===== src/rtl/mem_access_stage.sv =====
// MEM stage of the five-stage MIPS pipeline: branch/jump redirect, data-memory
// access over a req/ready handshake, MEM/WB register and sticky exception capture.
module mem_access_stage #(
    parameter int TIMEOUT = 15
) (
    input  logic        clk,
    input  logic        rst,
    input  logic        in_valid,
    input  logic [31:0] MEM_PC,
    input  logic [31:0] PC_Branch,
    input  logic [31:0] MEM_AluOut,
    input  logic [31:0] MEM_ReadData2,
    input  logic [25:0] Jump_Addr,
    input  logic [4:0]  MEM_mux_RegDst_out,
    input  logic        MEM_Branch,
    input  logic        MEM_MemtoReg,
    input  logic        MEM_MemWrite,
    input  logic        MEM_RegWrite,
    input  logic        MEM_Jump,
    input  logic        MEM_zero,
    input  logic        MEM_undefine,
    input  logic        MEM_overflow,
    output logic        dmem_req,
    output logic        dmem_we,
    output logic [31:0] dmem_addr,
    output logic [31:0] dmem_wdata,
    input  logic [31:0] dmem_rdata,
    input  logic        dmem_ready,
    output logic        stall,
    output logic        pc_redirect,
    output logic [31:0] pc_target,
    output logic        WB_valid,
    output logic        WB_RegWrite,
    output logic        WB_MemtoReg,
    output logic [31:0] WB_ReadData,
    output logic [31:0] WB_AluOut,
    output logic [4:0]  WB_dest,
    output logic        exc_valid,
    output logic [2:0]  exc_cause,
    output logic [31:0] exc_pc,
    output logic [1:0]  dbg_state_o
);

    localparam logic [1:0] S_IDLE   = 2'd0;
    localparam logic [1:0] S_ACCESS = 2'd1;
    localparam logic [1:0] S_EXC    = 2'd2;

    // Handshake: dmem_req and the dmem_* payload are registered and held stable
    // while dmem_req=1; the access completes on the first rising edge that sees
    // dmem_ready=1 in ACCESS. Ready outside ACCESS is ignored.

    logic [1:0]  state_q, state_d;
    logic [7:0]  cnt_q, cnt_d;
    logic        req_q, req_d, we_q, we_d;
    logic [31:0] addr_q, addr_d, wdata_q, wdata_d;
    logic [31:0] cap_pc_q, cap_pc_d, cap_alu_q, cap_alu_d;
    logic [4:0]  cap_dest_q, cap_dest_d;
    logic        cap_rw_q, cap_rw_d, cap_mtr_q, cap_mtr_d;
    logic        wbv_q, wbv_d, wbrw_q, wbrw_d, wbmtr_q, wbmtr_d;
    logic [31:0] wbrd_q, wbrd_d, wbalu_q, wbalu_d;
    logic [4:0]  wbdest_q, wbdest_d;
    logic [2:0]  cause_q, cause_d;
    logic [31:0] epc_q, epc_d;

    logic        mem_op, misaligned, fault, take, accept_mem;
    logic [2:0]  fault_cause;

    always_comb begin
        mem_op     = MEM_MemtoReg | MEM_MemWrite;
        misaligned = mem_op & (MEM_AluOut[1:0] != 2'b00);
        if (MEM_undefine)      fault_cause = 3'd1;
        else if (MEM_overflow) fault_cause = 3'd2;
        else if (misaligned)   fault_cause = 3'd3;
        else                   fault_cause = 3'd0;
        fault      = (fault_cause != 3'd0);
        take       = (state_q == S_IDLE) & in_valid & ~fault;
        accept_mem = take & mem_op;
    end

    // Redirect only for an instruction leaving IDLE cleanly; jump beats branch.
    always_comb begin
        pc_redirect = 1'b0;
        pc_target   = 32'd0;
        if (take) begin
            if (MEM_Jump) begin
                pc_redirect = 1'b1;
                pc_target   = {MEM_PC[31:28], Jump_Addr, 2'b00};
            end else if (MEM_Branch & MEM_zero) begin
                pc_redirect = 1'b1;
                pc_target   = PC_Branch;
            end
        end
    end

    always_comb begin
        state_d    = state_q;
        cnt_d      = cnt_q;
        req_d      = req_q;
        we_d       = we_q;
        addr_d     = addr_q;
        wdata_d    = wdata_q;
        cap_pc_d   = cap_pc_q;
        cap_alu_d  = cap_alu_q;
        cap_dest_d = cap_dest_q;
        cap_rw_d   = cap_rw_q;
        cap_mtr_d  = cap_mtr_q;
        wbv_d      = wbv_q;
        wbrw_d     = wbrw_q;
        wbmtr_d    = wbmtr_q;
        wbrd_d     = wbrd_q;
        wbalu_d    = wbalu_q;
        wbdest_d   = wbdest_q;
        cause_d    = cause_q;
        epc_d      = epc_q;
        case (state_q)
            S_IDLE: begin
                wbv_d = 1'b0;
                if (in_valid && fault) begin
                    state_d = S_EXC;
                    cause_d = fault_cause;
                    epc_d   = MEM_PC;
                end else if (in_valid && mem_op) begin
                    state_d    = S_ACCESS;
                    req_d      = 1'b1;
                    we_d       = MEM_MemWrite;
                    addr_d     = MEM_AluOut;
                    wdata_d    = MEM_ReadData2;
                    cap_pc_d   = MEM_PC;
                    cap_alu_d  = MEM_AluOut;
                    cap_dest_d = MEM_mux_RegDst_out;
                    cap_rw_d   = MEM_RegWrite;
                    cap_mtr_d  = MEM_MemtoReg;
                    cnt_d      = 8'd0;
                end else if (in_valid) begin
                    wbv_d    = 1'b1;
                    wbrw_d   = MEM_RegWrite;
                    wbmtr_d  = MEM_MemtoReg;
                    wbalu_d  = MEM_AluOut;
                    wbdest_d = MEM_mux_RegDst_out;
                end
            end
            S_ACCESS: begin
                // Ready on the final wait cycle still counts as success.
                if (dmem_ready) begin
                    req_d    = 1'b0;
                    state_d  = S_IDLE;
                    wbv_d    = 1'b1;
                    wbrw_d   = cap_rw_q;
                    wbmtr_d  = cap_mtr_q;
                    wbalu_d  = cap_alu_q;
                    wbdest_d = cap_dest_q;
                    if (!we_q) wbrd_d = dmem_rdata;
                end else if (cnt_q == 8'(TIMEOUT - 1)) begin
                    req_d   = 1'b0;
                    state_d = S_EXC;
                    cause_d = 3'd4;
                    epc_d   = cap_pc_q;
                end else begin
                    cnt_d = cnt_q + 8'd1;
                end
            end
            S_EXC:   state_d = S_EXC;
            default: state_d = S_IDLE;
        endcase
    end

    always_ff @(posedge clk) begin
        if (!rst) begin
            state_q    <= S_IDLE;
            cnt_q      <= 8'd0;
            req_q      <= 1'b0;
            we_q       <= 1'b0;
            addr_q     <= 32'd0;
            wdata_q    <= 32'd0;
            cap_pc_q   <= 32'd0;
            cap_alu_q  <= 32'd0;
            cap_dest_q <= 5'd0;
            cap_rw_q   <= 1'b0;
            cap_mtr_q  <= 1'b0;
            wbv_q      <= 1'b0;
            wbrw_q     <= 1'b0;
            wbmtr_q    <= 1'b0;
            wbrd_q     <= 32'd0;
            wbalu_q    <= 32'd0;
            wbdest_q   <= 5'd0;
            cause_q    <= 3'd0;
            epc_q      <= 32'd0;
        end else begin
            state_q    <= state_d;
            cnt_q      <= cnt_d;
            req_q      <= req_d;
            we_q       <= we_d;
            addr_q     <= addr_d;
            wdata_q    <= wdata_d;
            cap_pc_q   <= cap_pc_d;
            cap_alu_q  <= cap_alu_d;
            cap_dest_q <= cap_dest_d;
            cap_rw_q   <= cap_rw_d;
            cap_mtr_q  <= cap_mtr_d;
            wbv_q      <= wbv_d;
            wbrw_q     <= wbrw_d;
            wbmtr_q    <= wbmtr_d;
            wbrd_q     <= wbrd_d;
            wbalu_q    <= wbalu_d;
            wbdest_q   <= wbdest_d;
            cause_q    <= cause_d;
            epc_q      <= epc_d;
        end
    end

    assign stall       = (state_q == S_ACCESS) | (state_q == S_EXC) | accept_mem;
    assign exc_valid   = (state_q == S_EXC);
    assign exc_cause   = cause_q;
    assign exc_pc      = epc_q;
    assign dmem_req    = req_q;
    assign dmem_we     = we_q;
    assign dmem_addr   = addr_q;
    assign dmem_wdata  = wdata_q;
    assign WB_valid    = wbv_q;
    assign WB_RegWrite = wbrw_q;
    assign WB_MemtoReg = wbmtr_q;
    assign WB_ReadData = wbrd_q;
    assign WB_AluOut   = wbalu_q;
    assign WB_dest     = wbdest_q;
    assign dbg_state_o = state_q;

endmodule

===== config.mk =====
export PLATFORM = sky130hd
export DESIGN_NAME = mem_access_stage
export DESIGN_NICKNAME = d
export VERILOG_FILES = /design/src/rtl/mem_access_stage.sv
export SDC_FILE = /design/constraint.sdc
export NUM_CORES = 1
export LEC_CHECK = 0
export ABC_AREA = 0
export CAP_MARGIN = 20
export CORE_AREA = 2 2 159 161
export DETAILED_ROUTE_END_ITERATION = 7
export DIE_AREA = 0 0 161 163
export PLACE_DENSITY_LB_ADDON = 0.25
export SKIP_CTS_REPAIR_TIMING = 1
export SLEW_MARGIN = 20
export SYNTH_ARGS = -nofsm -noshare
export SYNTH_HDL_FRONTEND = slang
export SYNTH_SLANG_ARGS = --single-unit

===== constraint.sdc =====
create_clock -name clk -period 6.4 [get_ports clk]
set_clock_uncertainty 0.2 [all_clocks]
set_input_delay 1.28 -clock clk [delete_from_list [all_inputs] [get_ports clk]]
set_output_delay 1.28 -clock clk [all_outputs]
set_load 0.01 [all_outputs]

After elaboration in Yosys (flattened, before gate mapping). Index checks and enable logic that the tools add are counted. Widths: inputs -> output; s select.

Add/sub/neg operators: 1. $mul: 0. Div/mod/pow operators: 0. Order comparisons: 0. Equal/unequal tests: 14. Shift operators: 0. Muxes and demuxes: 57. Bitwise logic cells: 11. Reduce and logical (&&, ||, !) cells: 14.

Operators with widths (number): $mux 32 (10); $pmux 32 s2 (2); $mux 8 (4); $mux 5 (4); $mux 1 (19); $pmux 8 s2 (1); $mux 2 (7); $ne 2x2->1 const B (7); $pmux 5 s2 (1); $reduce_and 5->1 (2); $mux 3 (3); $add 8x1->8 const B (1); $eq 8x4->1 const B (1); $pmux 1 s2 (4); $reduce_and 4->1 (2); $pmux 2 s3 (1); $pmux 3 s2 (1); $reduce_and 3->1 (2); $and 1x1->1 (5); $ne 2x1->1 const B (2); $reduce_and 2->1 (2); $reduce_bool 2->1 (2); $ne 3x1->1 const B (1); $ne 3x3->1 const B (1); 7 further kinds (12).

Register bits after elaboration: 222. Latch bits: 0. Bits in writable memories: 0. Memory bits (read-only): 0. Input port bits: 203. Output and inout port bits: 210. Memories: 0.

Depth between registers and ports, before layout.
Depth after elaboration: 10. Depth in mapped cells: 9. Mapped depth without buffers: 6.

Worst setup path before layout. No wires, ideal clock.

Path kind: in2out. Start point: input port MEM_MemtoReg. End point: output port pc_target[10]. Data arrival time: 2.160 ns. Required time: 4.920 ns. Setup slack: 2.760 ns. Cell stages on the path: 4. Buffers on the path: 1. Cell sequence: o22ai_2 nand4_1 clkbuf_1 nor2_1.

Longest elaborated chain between the ends: 9.

RTL lines: start: declaration (line 16) `input logic MEM_MemtoReg,`; $or 1x1->1 (line 69) `mem_op = MEM_MemtoReg | MEM_MemWrite;`; $and 1x1->1 (line 70) `misaligned = mem_op & (MEM_AluOut[1:0] != 2'b00);`; $mux 2 (line 73) `else if (misaligned) fault_cause = 3'd3;`; $mux 2 (line 72) `else if (MEM_overflow) fault_cause = 3'd2;`; $mux 2 (line 71) `if (MEM_undefine) fault_cause = 3'd1;`; $reduce_bool 3->1 (line 75) `fault = (fault_cause != 3'd0);`; $not 1->1 (line 76) `take = (state_q == S_IDLE) & in_valid & ~fault;`; $and 1x1->1 (line 76); $mux 32 (line 84) `if (take) begin`; end: declaration (line 31) `output logic [31:0] pc_target,`.

No other way between the ends.

Final worst setup path.
Start point: input port MEM_undefine. End point: output port pc_target[14].

Longest elaborated chain between the ends: 5.

RTL lines: start: declaration (line 21) `input logic MEM_undefine,`; $mux 2 (line 71); $reduce_bool 3->1 (line 75); $not 1->1 (line 76); $and 1x1->1 (line 76); $mux 32 (line 84).

No other way between the ends.

==> results.sh <==
export IMPL_first_pass_iters=5
export IMPL_tightest_slew_ns=1.04
export IMPL_core_sq_mm=0.0247
export IMPL_h_tree_depth=1
export IMPL_totalWireLength_um=30800
export IMPL_portBuffers=412
export IMPL_vias=9368
export IMPL_synth_edff_count=0
export IMPL_crit_arrival_ns=3.37
export IMPL_drive_gt1_share_pct=4.89
export IMPL_grt_busiest_layer="met2"
export IMPL_setup_viol=0
export IMPL_die_h_um=163
export IMPL_ys_warn_count=0
export IMPL_area_growth_syn_to_layout_pct=54.7
export IMPL_synthDistinctLibCells=49
export IMPL_post_route_util_pct=58.5
export IMPL_max_freq_mhz=206
export IMPL_gp_congestion=0.901
export IMPL_hold_start="WB_ReadData[4]"
export IMPL_grt_use_met2_pct=36.6
export IMPL_syn_num_nets=1328
export IMPL_critPathLaunchType="primary input"
export IMPL_dp_hpwl_um=20800
export IMPL_fin_crit_ns=4.85
export IMPL_max_cap_violations=0
export IMPL_root_buffer="clkbuf_16"
export IMPL_critPathCaptureType="output pin"
export IMPL_initial_utilization_pct=37.8
export IMPL_die_w_um=161
export IMPL_placed_cell_area_sq_mm=0.0136
export IMPL_ioPinCount=413
export IMPL_maxSlewHeadroom_pct=29.4
export IMPL_ys_seq_elements=222
export IMPL_worstPathCellList="clkdlybuf4s50_1, nor2_2, nand4_1, buf_4, nor2_1, clkdlybuf4s50_1"
export IMPL_leakagePower_nw=4.83
export IMPL_routed_via_density=5.14
export IMPL_min_path_type="reg2reg"
export IMPL_grtUsageMet3_pct=7.03
export IMPL_drcViolationCount=0
export IMPL_path_class="in2out"
export IMPL_final_common_cell="clkdlybuf4s50_1"
export IMPL_grt_pass1_vias=8739
export IMPL_grt_max_degree=86
export IMPL_postSynthAreaPerCell_sq_um=8.34
export IMPL_period_share_pct=75.8
export IMPL_status="complete, no violations"
export IMPL_cts_buffers=25
export IMPL_antenna_found_initial=1
export IMPL_nets=1684
export IMPL_async_flop_share_pct=0
export IMPL_die_area_sq_mm=0.0262
export IMPL_rows=58
export IMPL_cts_buffer_depth=3
export IMPL_cp_max_fo=33
export IMPL_hold_violations=0
export IMPL_met1_usage_pct=27.6
export IMPL_slowest_delay_ns=0.55
export IMPL_rsz0062_at_grt="false"
export IMPL_netlist_instances=1119
export IMPL_seq_area_frac_synth_pct=47.6
export IMPL_ant_nets=0
export IMPL_final_area_sq_mm=0.0144
export IMPL_slew_viol_final=0
export IMPL_worstSkewPairLatency_ns=0.51
export IMPL_slowest_stage="clkdlybuf4s50_1"
export IMPL_crit_start="MEM_undefine"
export IMPL_grt_usage_pct=22.0
export IMPL_synthFlopType="dfxtp_1"
export IMPL_drt_iter0_drc=669
export IMPL_peakVddDrop_mv=0.217
export IMPL_finalSetupTns_ns=0
export IMPL_powerDensity_mw_per_mm2=317
export IMPL_path_clk_slew_ns=0.06
export IMPL_crit_required_ns=4.92
export IMPL_mostFrequentLayoutCells="clkdlybuf4s50_1, nand2_1, dfxtp_1, a21oi_1"
export IMPL_numClockSinks=222
export IMPL_grt_pass1_wl_um=47600
export IMPL_wire_per_inst_um=16.9
export IMPL_cts_tree="yes"
export IMPL_synth_area_sq_mm=0.00933
export IMPL_grt_ovfl_total=0
export IMPL_rr_startpoint="dbg_state_o[1]"
export IMPL_cpMostUsedCell="clkdlybuf4s50_1"
-- layer usage --
metal,vias up,routed length [um]
met4,0,841
met1,4348,13000
met2,336,14300
met3,53,2670
met5,-,0
li1,4631,-
-- state kept, by name (all words and copies together), names as in the netlist, 2 cells and up --
register,count
WB_AluOut,32
WB_ReadData,32
WB_dest,5
cap_alu_q,32
cap_dest_q,5
cap_pc_q,32
cnt_q,8
dbg_state_o,2
dmem_wdata,32
exc_cause,3
exc_pc,32
-- final timing paths --
kind | to | slack, ns | depth (start not counted)
min | WB_ReadData[4] | 0.25 | 2
max | pc_target[14] | 1.55 | 6
min reg2reg | WB_ReadData[4] | 0.25 | 2
max reg2reg | cap_alu_q[20] | 2.84 | 7
-- kinds of logic (layout without fill, tap and decap cells) --
logic type,count (synthesis),count (layout),synth area share [%]
AOI/OAI and AO/OA,349,349,22.4
adders and majority gates,6,6,0.805
buffers and inverters,108,482,5.15
DFF,222,222,47.6
muxes,73,73,7.83
other,0,1,0
and+or+nand+nor,361,361,16.1
-- cell usage after synthesis, types with 3 or more instances --
master / instances / area [sq um]
inv_1: 10 / 37.5
a22oi_1: 30 / 225
a21oi_1: 217 / 1090
buf_2: 32 / 160
o41ai_1: 3 / 26.3
buf_4: 5 / 37.5
nand2b_1: 4 / 25.0
nor2b_1: 3 / 18.8
nor4_1: 4 / 25.0
o21ai_0: 6 / 30.0
or2_2: 4 / 25.0
and3_1: 7 / 43.8
dfxtp_1: 222 / 4440
o211ai_1: 3 / 22.5
nand2_1: 272 / 1020
and2_1: 3 / 18.8
nor3_1: 4 / 20.0
ha_1: 6 / 75.1
o31ai_1: 5 / 37.5
a211oi_1: 73 / 548
mux2i_1: 73 / 731
or4_1: 5 / 37.5
nand4_1: 5 / 31.3
clkbuf_1: 56 / 210
nor2_1: 37 / 139
nand3_1: 4 / 20.0
-- power breakdown --
group	switching [W]	leakage (nW)	internal, W
clock network	0.000563	0.417	0.000889
registers	0.000106	1.81	0.00157
logic	0.000743	2.61	0.000702
-- worst max-delay path: cells and delay by family --
kind	cells	cell delay, ns
simple gates	3	0.74
buf+inv	3	1.34
-- layout make-up --
class | instances | area, sq um
Clock buffer | 39 | 758
Sequential cell | 222 | 4440
Fill cell | 2198 | 10200
Multi-Input combinational cell | 789 | 4460
Tap cell | 330 | 413
Antenna cell | 1 | 2.50
Timing Repair Buffer | 427 | 4240
Clock inverter | 6 | 80.1
Inverter | 10 | 42.5
-- metrics by stage --
step | hold slack, ns | worst slack [ns] | cells | total power (W)
2_1_floorplan | 0.236 | 2.76 | 1119 | 0.00246
3_3_place_gp | 0.241 | 1.33 | 1778 | 0.00314
3_5_place_dp | 0.246 | 1.24 | 1778 | 0.00316
4_1_cts | 0.253 | 1.23 | 1823 | 0.00463
5_1_grt | 0.270 | 1.39 | 1823 | 0.00481
6_report | 0.252 | 1.55 | 1824 | 0.00458
No activity file was read; power rests on OpenSTA's default activity.
